$ cat src/rtl/pipe_pkg.sv
// Shared pipeline control constants: writeback selects, forwarding selects
// and the hazard unit's FSM state type.
package pipe_pkg;

    localparam logic [1:0] WB_ALU = 2'b00;
    localparam logic [1:0] WB_MEM = 2'b01;
    localparam logic [1:0] WB_PC4 = 2'b10;

    localparam logic [1:0] FWD_RF  = 2'b00;
    localparam logic [1:0] FWD_MEM = 2'b01;
    localparam logic [1:0] FWD_WB  = 2'b10;

    typedef enum logic {
        RUN      = 1'b0,
        MEM_WAIT = 1'b1
    } hz_state_e;

    // A producing stage matches a consumer only if it writes a non-x0 register.
    function automatic logic reg_match(input logic wren, input logic [4:0] rd,
                                       input logic [4:0] rs);
        return wren && (rd != 5'd0) && (rd == rs);
    endfunction

endpackage

$ cat src/rtl/fwd_sel.sv
// Per-operand EX forwarding comparator; the MEM stage has priority over WB.
module fwd_sel
    import pipe_pkg::*;
(
    input  logic [4:0] rs_addr_ex,
    input  logic [4:0] rd_addr_mem,
    input  logic       rd_wren_mem,
    input  logic [4:0] rd_addr_wb,
    input  logic       rd_wren_wb,
    output logic [1:0] sel
);

    always_comb begin
        sel = FWD_RF;
        if (reg_match(rd_wren_mem, rd_addr_mem, rs_addr_ex)) begin
            sel = FWD_MEM;
        end else if (reg_match(rd_wren_wb, rd_addr_wb, rs_addr_ex)) begin
            sel = FWD_WB;
        end
    end

endmodule

$ cat src/rtl/hazard_ctrl.sv
// Pipeline hazard / flow-control unit: stage enables, flushes, forwarding,
// LSU freeze with watchdog, and stall/flush event counters.
module hazard_ctrl
    import pipe_pkg::*;
#(
    parameter int unsigned TIMEOUT = 255,
    parameter int unsigned CNT_W   = 32
) (
    input  logic             i_clk,
    input  logic             i_reset,
    input  logic [4:0]       rs1_addr_id,
    input  logic [4:0]       rs2_addr_id,
    input  logic [4:0]       rs1_addr_ex,
    input  logic [4:0]       rs2_addr_ex,
    input  logic [4:0]       rd_addr_ex,
    input  logic             rd_wren_ex,
    input  logic [1:0]       wb_sel_ex,
    input  logic [4:0]       rd_addr_mem,
    input  logic             rd_wren_mem,
    input  logic [4:0]       rd_addr_wb,
    input  logic             rd_wren_wb,
    input  logic             pc_sel_ex,
    input  logic             i_lsu_busy,
    output logic             o_pc_en,
    output logic             o_enable_if,
    output logic             o_enable_id,
    output logic             o_flush_if_n,
    output logic             o_flush_id_n,
    output logic [1:0]       o_fwd_a_sel,
    output logic [1:0]       o_fwd_b_sel,
    output logic             o_mem_timeout,
    output logic [CNT_W-1:0] o_stall_cnt,
    output logic [CNT_W-1:0] o_flush_cnt
);

    localparam int unsigned      WAIT_W   = $clog2(TIMEOUT + 1);
    localparam logic [WAIT_W-1:0] WAIT_MAX = WAIT_W'(TIMEOUT);

    hz_state_e         state;
    logic [WAIT_W-1:0] wait_cnt;
    logic [WAIT_W-1:0] wait_base;
    logic [WAIT_W-1:0] wait_nxt;
    logic              freeze;
    logic              redirect;
    logic              load_use;
    logic [1:0]        fwd_a;
    logic [1:0]        fwd_b;

    fwd_sel u_fwd_a (
        .rs_addr_ex  (rs1_addr_ex),
        .rd_addr_mem (rd_addr_mem),
        .rd_wren_mem (rd_wren_mem),
        .rd_addr_wb  (rd_addr_wb),
        .rd_wren_wb  (rd_wren_wb),
        .sel         (fwd_a)
    );

    fwd_sel u_fwd_b (
        .rs_addr_ex  (rs2_addr_ex),
        .rd_addr_mem (rd_addr_mem),
        .rd_wren_mem (rd_wren_mem),
        .rd_addr_wb  (rd_addr_wb),
        .rd_wren_wb  (rd_wren_wb),
        .sel         (fwd_b)
    );

    always_comb begin
        freeze   = i_lsu_busy;
        redirect = pc_sel_ex && !i_lsu_busy;
        load_use = !i_lsu_busy && !pc_sel_ex && (wb_sel_ex == WB_MEM) &&
                   (reg_match(rd_wren_ex, rd_addr_ex, rs1_addr_id) ||
                    reg_match(rd_wren_ex, rd_addr_ex, rs2_addr_id));
    end

    always_comb begin
        o_pc_en      = 1'b1;
        o_enable_if  = 1'b1;
        o_enable_id  = 1'b1;
        o_flush_if_n = 1'b1;
        o_flush_id_n = 1'b1;
        if (!i_reset) begin
            o_pc_en      = 1'b0;
            o_enable_if  = 1'b0;
            o_enable_id  = 1'b0;
            o_flush_if_n = 1'b0;
            o_flush_id_n = 1'b0;
        end else if (freeze) begin
            o_pc_en     = 1'b0;
            o_enable_if = 1'b0;
            o_enable_id = 1'b0;
        end else if (redirect) begin
            o_flush_if_n = 1'b0;
            o_flush_id_n = 1'b0;
        end else if (load_use) begin
            o_pc_en      = 1'b0;
            o_enable_if  = 1'b0;
            o_flush_id_n = 1'b0;
        end
        o_fwd_a_sel = i_reset ? fwd_a : FWD_RF;
        o_fwd_b_sel = i_reset ? fwd_b : FWD_RF;
    end

    // wait_nxt counts busy cycles including the RUN->MEM_WAIT one, so a freeze
    // of exactly TIMEOUT cycles reaches WAIT_MAX on its last busy edge.
    always_comb begin
        wait_base = (state == MEM_WAIT) ? wait_cnt : '0;
        wait_nxt  = '0;
        if (i_lsu_busy) begin
            wait_nxt = (wait_base == WAIT_MAX) ? WAIT_MAX : wait_base + 1'b1;
        end
    end

    always_ff @(posedge i_clk or negedge i_reset) begin
        if (!i_reset) begin
            state         <= RUN;
            wait_cnt      <= '0;
            o_mem_timeout <= 1'b0;
            o_stall_cnt   <= '0;
            o_flush_cnt   <= '0;
        end else begin
            state    <= i_lsu_busy ? MEM_WAIT : RUN;
            wait_cnt <= wait_nxt;
            if (i_lsu_busy && (wait_nxt == WAIT_MAX)) begin
                o_mem_timeout <= 1'b1;
            end
            if (freeze || load_use) begin
                o_stall_cnt <= o_stall_cnt + 1'b1;
            end
            if (redirect) begin
                o_flush_cnt <= o_flush_cnt + 1'b1;
            end
        end
    end

endmodule
$ cat config.mk
export PLATFORM = sky130hd
export DESIGN_NAME = hazard_ctrl
export DESIGN_NICKNAME = d
export VERILOG_FILES = /design/src/rtl/pipe_pkg.sv /design/src/rtl/fwd_sel.sv /design/src/rtl/hazard_ctrl.sv
export SDC_FILE = /design/constraint.sdc
export NUM_CORES = 1
export LEC_CHECK = 0
export CORE_MARGIN = 1.5
export CORE_UTILIZATION = 40
export CTS_CLUSTER_SIZE = 25
export DETAILED_ROUTE_END_ITERATION = 7
export GPL_ROUTABILITY_DRIVEN = 0
export PLACE_DENSITY = 0.72
export SYNTH_ARGS = -nofsm -noshare
export SYNTH_HDL_FRONTEND = slang
export SYNTH_HIERARCHICAL = 1
export SYNTH_SLANG_ARGS = --single-unit
$ cat constraint.sdc
create_clock -name i_clk -period 1.64 [get_ports i_clk]
set_clock_uncertainty 0.1 [all_clocks]
set_input_delay 0.328 -clock i_clk [delete_from_list [all_inputs] [get_ports i_clk]]
set_output_delay 0.328 -clock i_clk [all_outputs]
set_load 0.05 [all_outputs]
After elaboration in Yosys (flattened, before gate mapping)
Cells that the tools add are included.
{"block": "totals", "ff_bits": 74, "out_inout_bits": 74, "in_bits": 44}
{"block": "op_classes", "mux": 22, "n_reduce_logical": 21, "eq_ne": 9, "n_addsub": 3}
{"operator": "32-bit by 1-bit adder with 32-bit output, second input constant", "count": 2}
{"operator": "5-bit == test", "count": 6}
{"operator": "8-bit 2-to-1 mux", "count": 3}
{"operator": "8-bit == test, second input constant", "count": 2}
{"operator": "5-bit nonzero test", "count": 3}
{"operator": "1-bit logical AND", "count": 14}
{"operator": "1-bit 2-to-1 mux", "count": 13}
{"operator": "2-bit 2-to-1 mux", "count": 6}
{"operator": "8-bit by 1-bit adder with 8-bit output, second input constant", "count": 1}
{"operator": "2-bit by 1-bit == test with 1-bit output, second input constant", "count": 1}
{"operator": "1-bit logical NOT", "count": 2}
{"operator": "1-bit logical OR", "count": 2}

Depth between registers and ports, before layout
Gate-level depths: netlist of the first run.
{"block": "depth", "depth_word": 9, "depth_mapped": 8}

By module
Netlist of the first run, hierarchy kept.
{"mod": "hazard_ctrl", "cells_per_inst": 340, "n_inst": 1, "area_per_inst_um2": 3677.3}
{"mod": "fwd_sel", "cells_per_inst": 20, "n_inst": 2, "area_per_inst_um2": 151.4}

Worst setup path after synthesis of the first run
No wires, ideal clock.
{"block": "synth_timing", "path_type": "input-to-output", "start": "input i_lsu_busy", "end": "output o_pc_en", "arrival_ns": 2.422, "setup_slack_ns": -1.210, "required_time_ns": 1.212, "stages": 4, "n_path_buf": 2, "path_cell_list": "clkbuf_1 nor2b_1 nor2b_1 buf_4"}
{"block": "synth_between", "elab_chain_len": 8}
{"item": "from (decl)", "line_no": "hazard_ctrl.sv:23", "text": "input logic i_lsu_busy,"}
{"item": "1-bit logical NOT", "line_no": "hazard_ctrl.sv:69, hazard_ctrl.sv:70"}
{"item": "1-bit logical AND (3 in a row)", "line_no": "hazard_ctrl.sv:70", "text": "load_use = !i_lsu_busy && !pc_sel_ex && (wb_sel_ex == WB_MEM) &&"}
{"item": "1-bit 2-to-1 mux (2 in a row)"}
{"item": "1-bit 2-to-1 mux (*) (2 in a row)"}
{"item": "to (decl)", "line_no": "hazard_ctrl.sv:24", "text": "output logic o_pc_en,"}
Mark *: on every way between the ends. The rest lies on a longest branch, timed or not.

Worst setup path in the final report of the first run
{"block": "layout_timing", "start": "input wb_sel_ex[1]", "end": "output o_enable_if"}
{"block": "layout_between", "elab_chain_len": 7}
{"item": "from (decl)", "line_no": "hazard_ctrl.sv:17", "text": "input logic [1:0] wb_sel_ex,"}
{"item": "2-bit by 1-bit == test with 1-bit output", "line_no": "hazard_ctrl.sv:70"}
{"item": "1-bit logical AND (2 in a row)", "line_no": "hazard_ctrl.sv:70"}
{"item": "1-bit 2-to-1 mux", "line_no": "hazard_ctrl.sv:94", "text": "end else if (load_use) begin"}
{"item": "1-bit 2-to-1 mux", "line_no": "hazard_ctrl.sv:91", "text": "end else if (redirect) begin"}
{"item": "1-bit 2-to-1 mux", "line_no": "hazard_ctrl.sv:87", "text": "end else if (freeze) begin"}
{"item": "1-bit 2-to-1 mux", "line_no": "hazard_ctrl.sv:81", "text": "if (!i_reset) begin"}
{"item": "to (decl)", "line_no": "hazard_ctrl.sv:25", "text": "output logic o_enable_if,"}
No other way between the ends.

==> results of run 1 <==
==> critical path, cell delays in order <==
cell     delay [ps]
buf_6            90
or4_4           550
a21oi_4         150
and2_4          200
nor2b_4          50
buf_6           150
==> final timing paths <==
path | startpoint | to | slack [ps] | cells after the start
max | wb_sel_ex[1] | o_enable_if | -300 | 6
min | i_reset | o_flush_cnt[27] | 60 | 2
max reg2reg | o_flush_cnt[19] | o_flush_cnt[26] | -300 | 6
min reg2reg | o_mem_timeout | o_mem_timeout | 440 | 1
max in group asynchronous | i_reset | o_stall_cnt[19] | 610 | 3
min in group i_clk | i_lsu_busy | state | 370 | 3
==> placed cells by master, fill, tap and decap left out, drive strengths merged, types with 6 or more instances in the layout <==
| cell | synthesis | routed |
|---|---|---|
| dlygate4sd2 | 0 | 13 |
| xnor2 | 50 | 50 |
| nor3 | 18 | 18 |
| xor2 | 41 | 41 |
| nand2 | 44 | 44 |
| nor4 | 13 | 13 |
| nand3 | 22 | 22 |
| buf | 4 | 216 |
| and2 | 8 | 8 |
| and3 | 15 | 15 |
| nand4 | 8 | 8 |
| clkbuf | 6 | 15 |
| dfrtp | 74 | 74 |
| a21oi | 5 | 8 |
| nor2b | 7 | 7 |
| nor2 | 20 | 20 |
| inv | 6 | 6 |
==> area by class of cell <==
cell class | count | area share
clock buffer | 12 | 0.0202
clock inverter | 4 | 0.00889
inverter | 6 | 0.00276
multi-input combinational | 293 | 0.351
sequential | 74 | 0.233
tap | 133 | 0.0204
timing repair buffer | 237 | 0.364
==> per-layer routing <==
metal  share of wire  up-vias
li1                -     1798
met1            0.38     1938
met2            0.53      141
met3           0.054       43
met4           0.035        0
met5               0        -
==> cell families (layout without fill, tap and decap cells) <==
logic type / after synthesis / count (layout) / synth area share
adder cells (fa/ha/maj): 2 / 2 / 0.00629
AO/OA/AOI/OAI: 19 / 22 / 0.0402
multiplexers: 3 / 3 / 0.00817
XOR/XNOR: 91 / 91 / 0.200
AND/OR/NAND/NOR: 175 / 175 / 0.261
flip-flops: 74 / 74 / 0.465
buffers and inverters: 16 / 259 / 0.0185
==> where the power goes <==
part | switching (mW) | internal (mW)
logic | 1.93 | 1.65
registers | 0.228 | 2.08
clock network | 0.702 | 0.980
total | 2.86 | 4.70
==> per-stage QoR <==
step | hold WS [ps] | area [sq um] | worst slack [ps] | utilization
after floorplan | -67.6 | 4220 | -407 | -
after global placement | 70.9 | 6790 | -1050 | 0.698
after detailed placement | 72.3 | 6790 | -1090 | 0.698
after CTS | 52.9 | 7690 | -288 | 0.791
after global routing | 119 | 8160 | -364 | 0.839
final | 64.3 | 8160 | -305 | 0.839
==> sequential cells by signal, indices dropped and copies added (netlist names) <==
name	count
o_mem_timeout	1
wait_cnt	8
state	1
o_flush_cnt	32
o_stall_cnt	32
==> synth_stat cells, drive strengths merged (3+ instances only) <==
master	number
dfrtp	74
xnor2	50
nand2	44
xor2	41
nand3	22
nor2	20
nor3	18
and3	15
nor4	13
and2	8
nand4	8
nor2b	7
clkbuf	6
inv	6
a21oi	5
a21boi	4
and4	4
buf	4
nor4b	4
nand4b	3
==> timing repair <==
item	4_1_cts	5_1_grt
cloned	3	0
resized for setup	223	79
hold buffers	2	0
pin swaps	76	71
endpoints found under the setup margin	66	59
endpoints found under the hold margin	6	0
buffers inserted	25	17
==> impl_metrics.env, run 1 <==
export IMPL_worstMarginPinSlew_ps=589
export IMPL_max_freq_ghz=0.514
export IMPL_ys_seq_area_frac=0.465
export IMPL_wire_per_inst_microns=18.7
export IMPL_met2_usage=0.470
export IMPL_hold_path_class="primary input to asynchronous set/reset pin"
export IMPL_clk_pin_slew_ps=80
export IMPL_ir_drop_mv=1.34
export IMPL_core_sq_um=9730
export IMPL_port_buffers=117
export IMPL_drc=0
export IMPL_fp_dieH_microns=103
export IMPL_synth_warnings=6
export IMPL_synthFlopType="dfrtp_1"
export IMPL_outcome="complete, but fails checks"
export IMPL_post_route_period_util=1.19
export IMPL_io_pins=118
export IMPL_grt_max_degree=46
export IMPL_arrival_ps=1520
export IMPL_required_ps=1210
export IMPL_h_tree_depth=3
export IMPL_crit_fanout=3
export IMPL_first_pass_iters=4
export IMPL_grt_overflow=0
export IMPL_clockBufferDepth=2
export IMPL_start_util=0.409
export IMPL_nFillCells=497
export IMPL_synth_top_area_cell="dfrtp_1"
export IMPL_multi_input_area_sq_um=2860
export IMPL_finalPower_mw=7.56
export IMPL_hold_viol_final=0
export IMPL_finalNonFillerCells=759
export IMPL_avgViaCountPerCell=5.16
export IMPL_n_antenna_cell=0
export IMPL_fin_nets=667
export IMPL_dp_cells=700
export IMPL_rows=36
export IMPL_dr_total_vias=3920
export IMPL_antenna_found_initial=0
export IMPL_grtUsageMet1=0.287
export IMPL_cts_root_buf="clkbuf_8"
export IMPL_end_kind="primary output"
export IMPL_use_met3=0.0563
export IMPL_power_density_nw_per_um2=926
export IMPL_crit_type="primary input to primary output"
export IMPL_drt_iter0_drc=113
export IMPL_maxCapViolCount=0
export IMPL_synth_edff_count=0
export IMPL_die_x_microns=103
export IMPL_syn_num_nets=426
export IMPL_failed_checks="setup timing"
export IMPL_maxSlewHeadroom=0.607
export IMPL_ant_nets=0
export IMPL_drt_total_wl_microns=14200
export IMPL_start_kind="primary input"
export IMPL_tritoncts="yes"
export IMPL_insertion_delay_ps=350
export IMPL_setup_tns_ps=-8150
export IMPL_busiest_layer="met2"
export IMPL_avgSynthCellArea_sq_um=10.5
export IMPL_dp_hpwl_microns=8070
export IMPL_power_leakage_nw=3.63
export IMPL_area_sequential_sq_um=1900
export IMPL_period_needed_ps=1940
export IMPL_setup_violations=48
export IMPL_slew_violations=0
export IMPL_clock_sinks=74
export IMPL_yosys_area_top_type_share=0.465
export IMPL_grt_pass1_wl_microns=20600
export IMPL_async_flop_share=1.00
export IMPL_syn2layout_area_growth_pct=105
export IMPL_fp_dieArea_sq_um=10600
export IMPL_grt_pass1_vias=4177
export IMPL_drive_gt1_frac=0.629
export IMPL_synth_seq_cells=74
export IMPL_synth_area_sq_um=3980
export IMPL_grt_usage=0.257
export IMPL_syn_inst=380
export IMPL_cts_made_buffers=9
export IMPL_synthTopCellsByArea="dfrtp_1, xnor2_1, xor2_1, nand2_1, nand3_1"
export IMPL_yosysUniqueCellTypes=45
export IMPL_finalWorstSetupSlack_ps=-305
export IMPL_rsz0062_at_grt="yes"
(Power assumes the default switching activity.)
==> run 2, diff against run 1 <==
--- a/config.mk
+++ b/config.mk
@@ -5,6 +5,7 @@
 export SDC_FILE = /design/constraint.sdc
 export NUM_CORES = 1
 export LEC_CHECK = 0
+export CAP_MARGIN = 10
 export CORE_MARGIN = 1.5
 export CORE_UTILIZATION = 40
 export CTS_CLUSTER_SIZE = 25
==> results of run 2 <==
No change in the layout: final DEF, timing and power equal those of run 1.
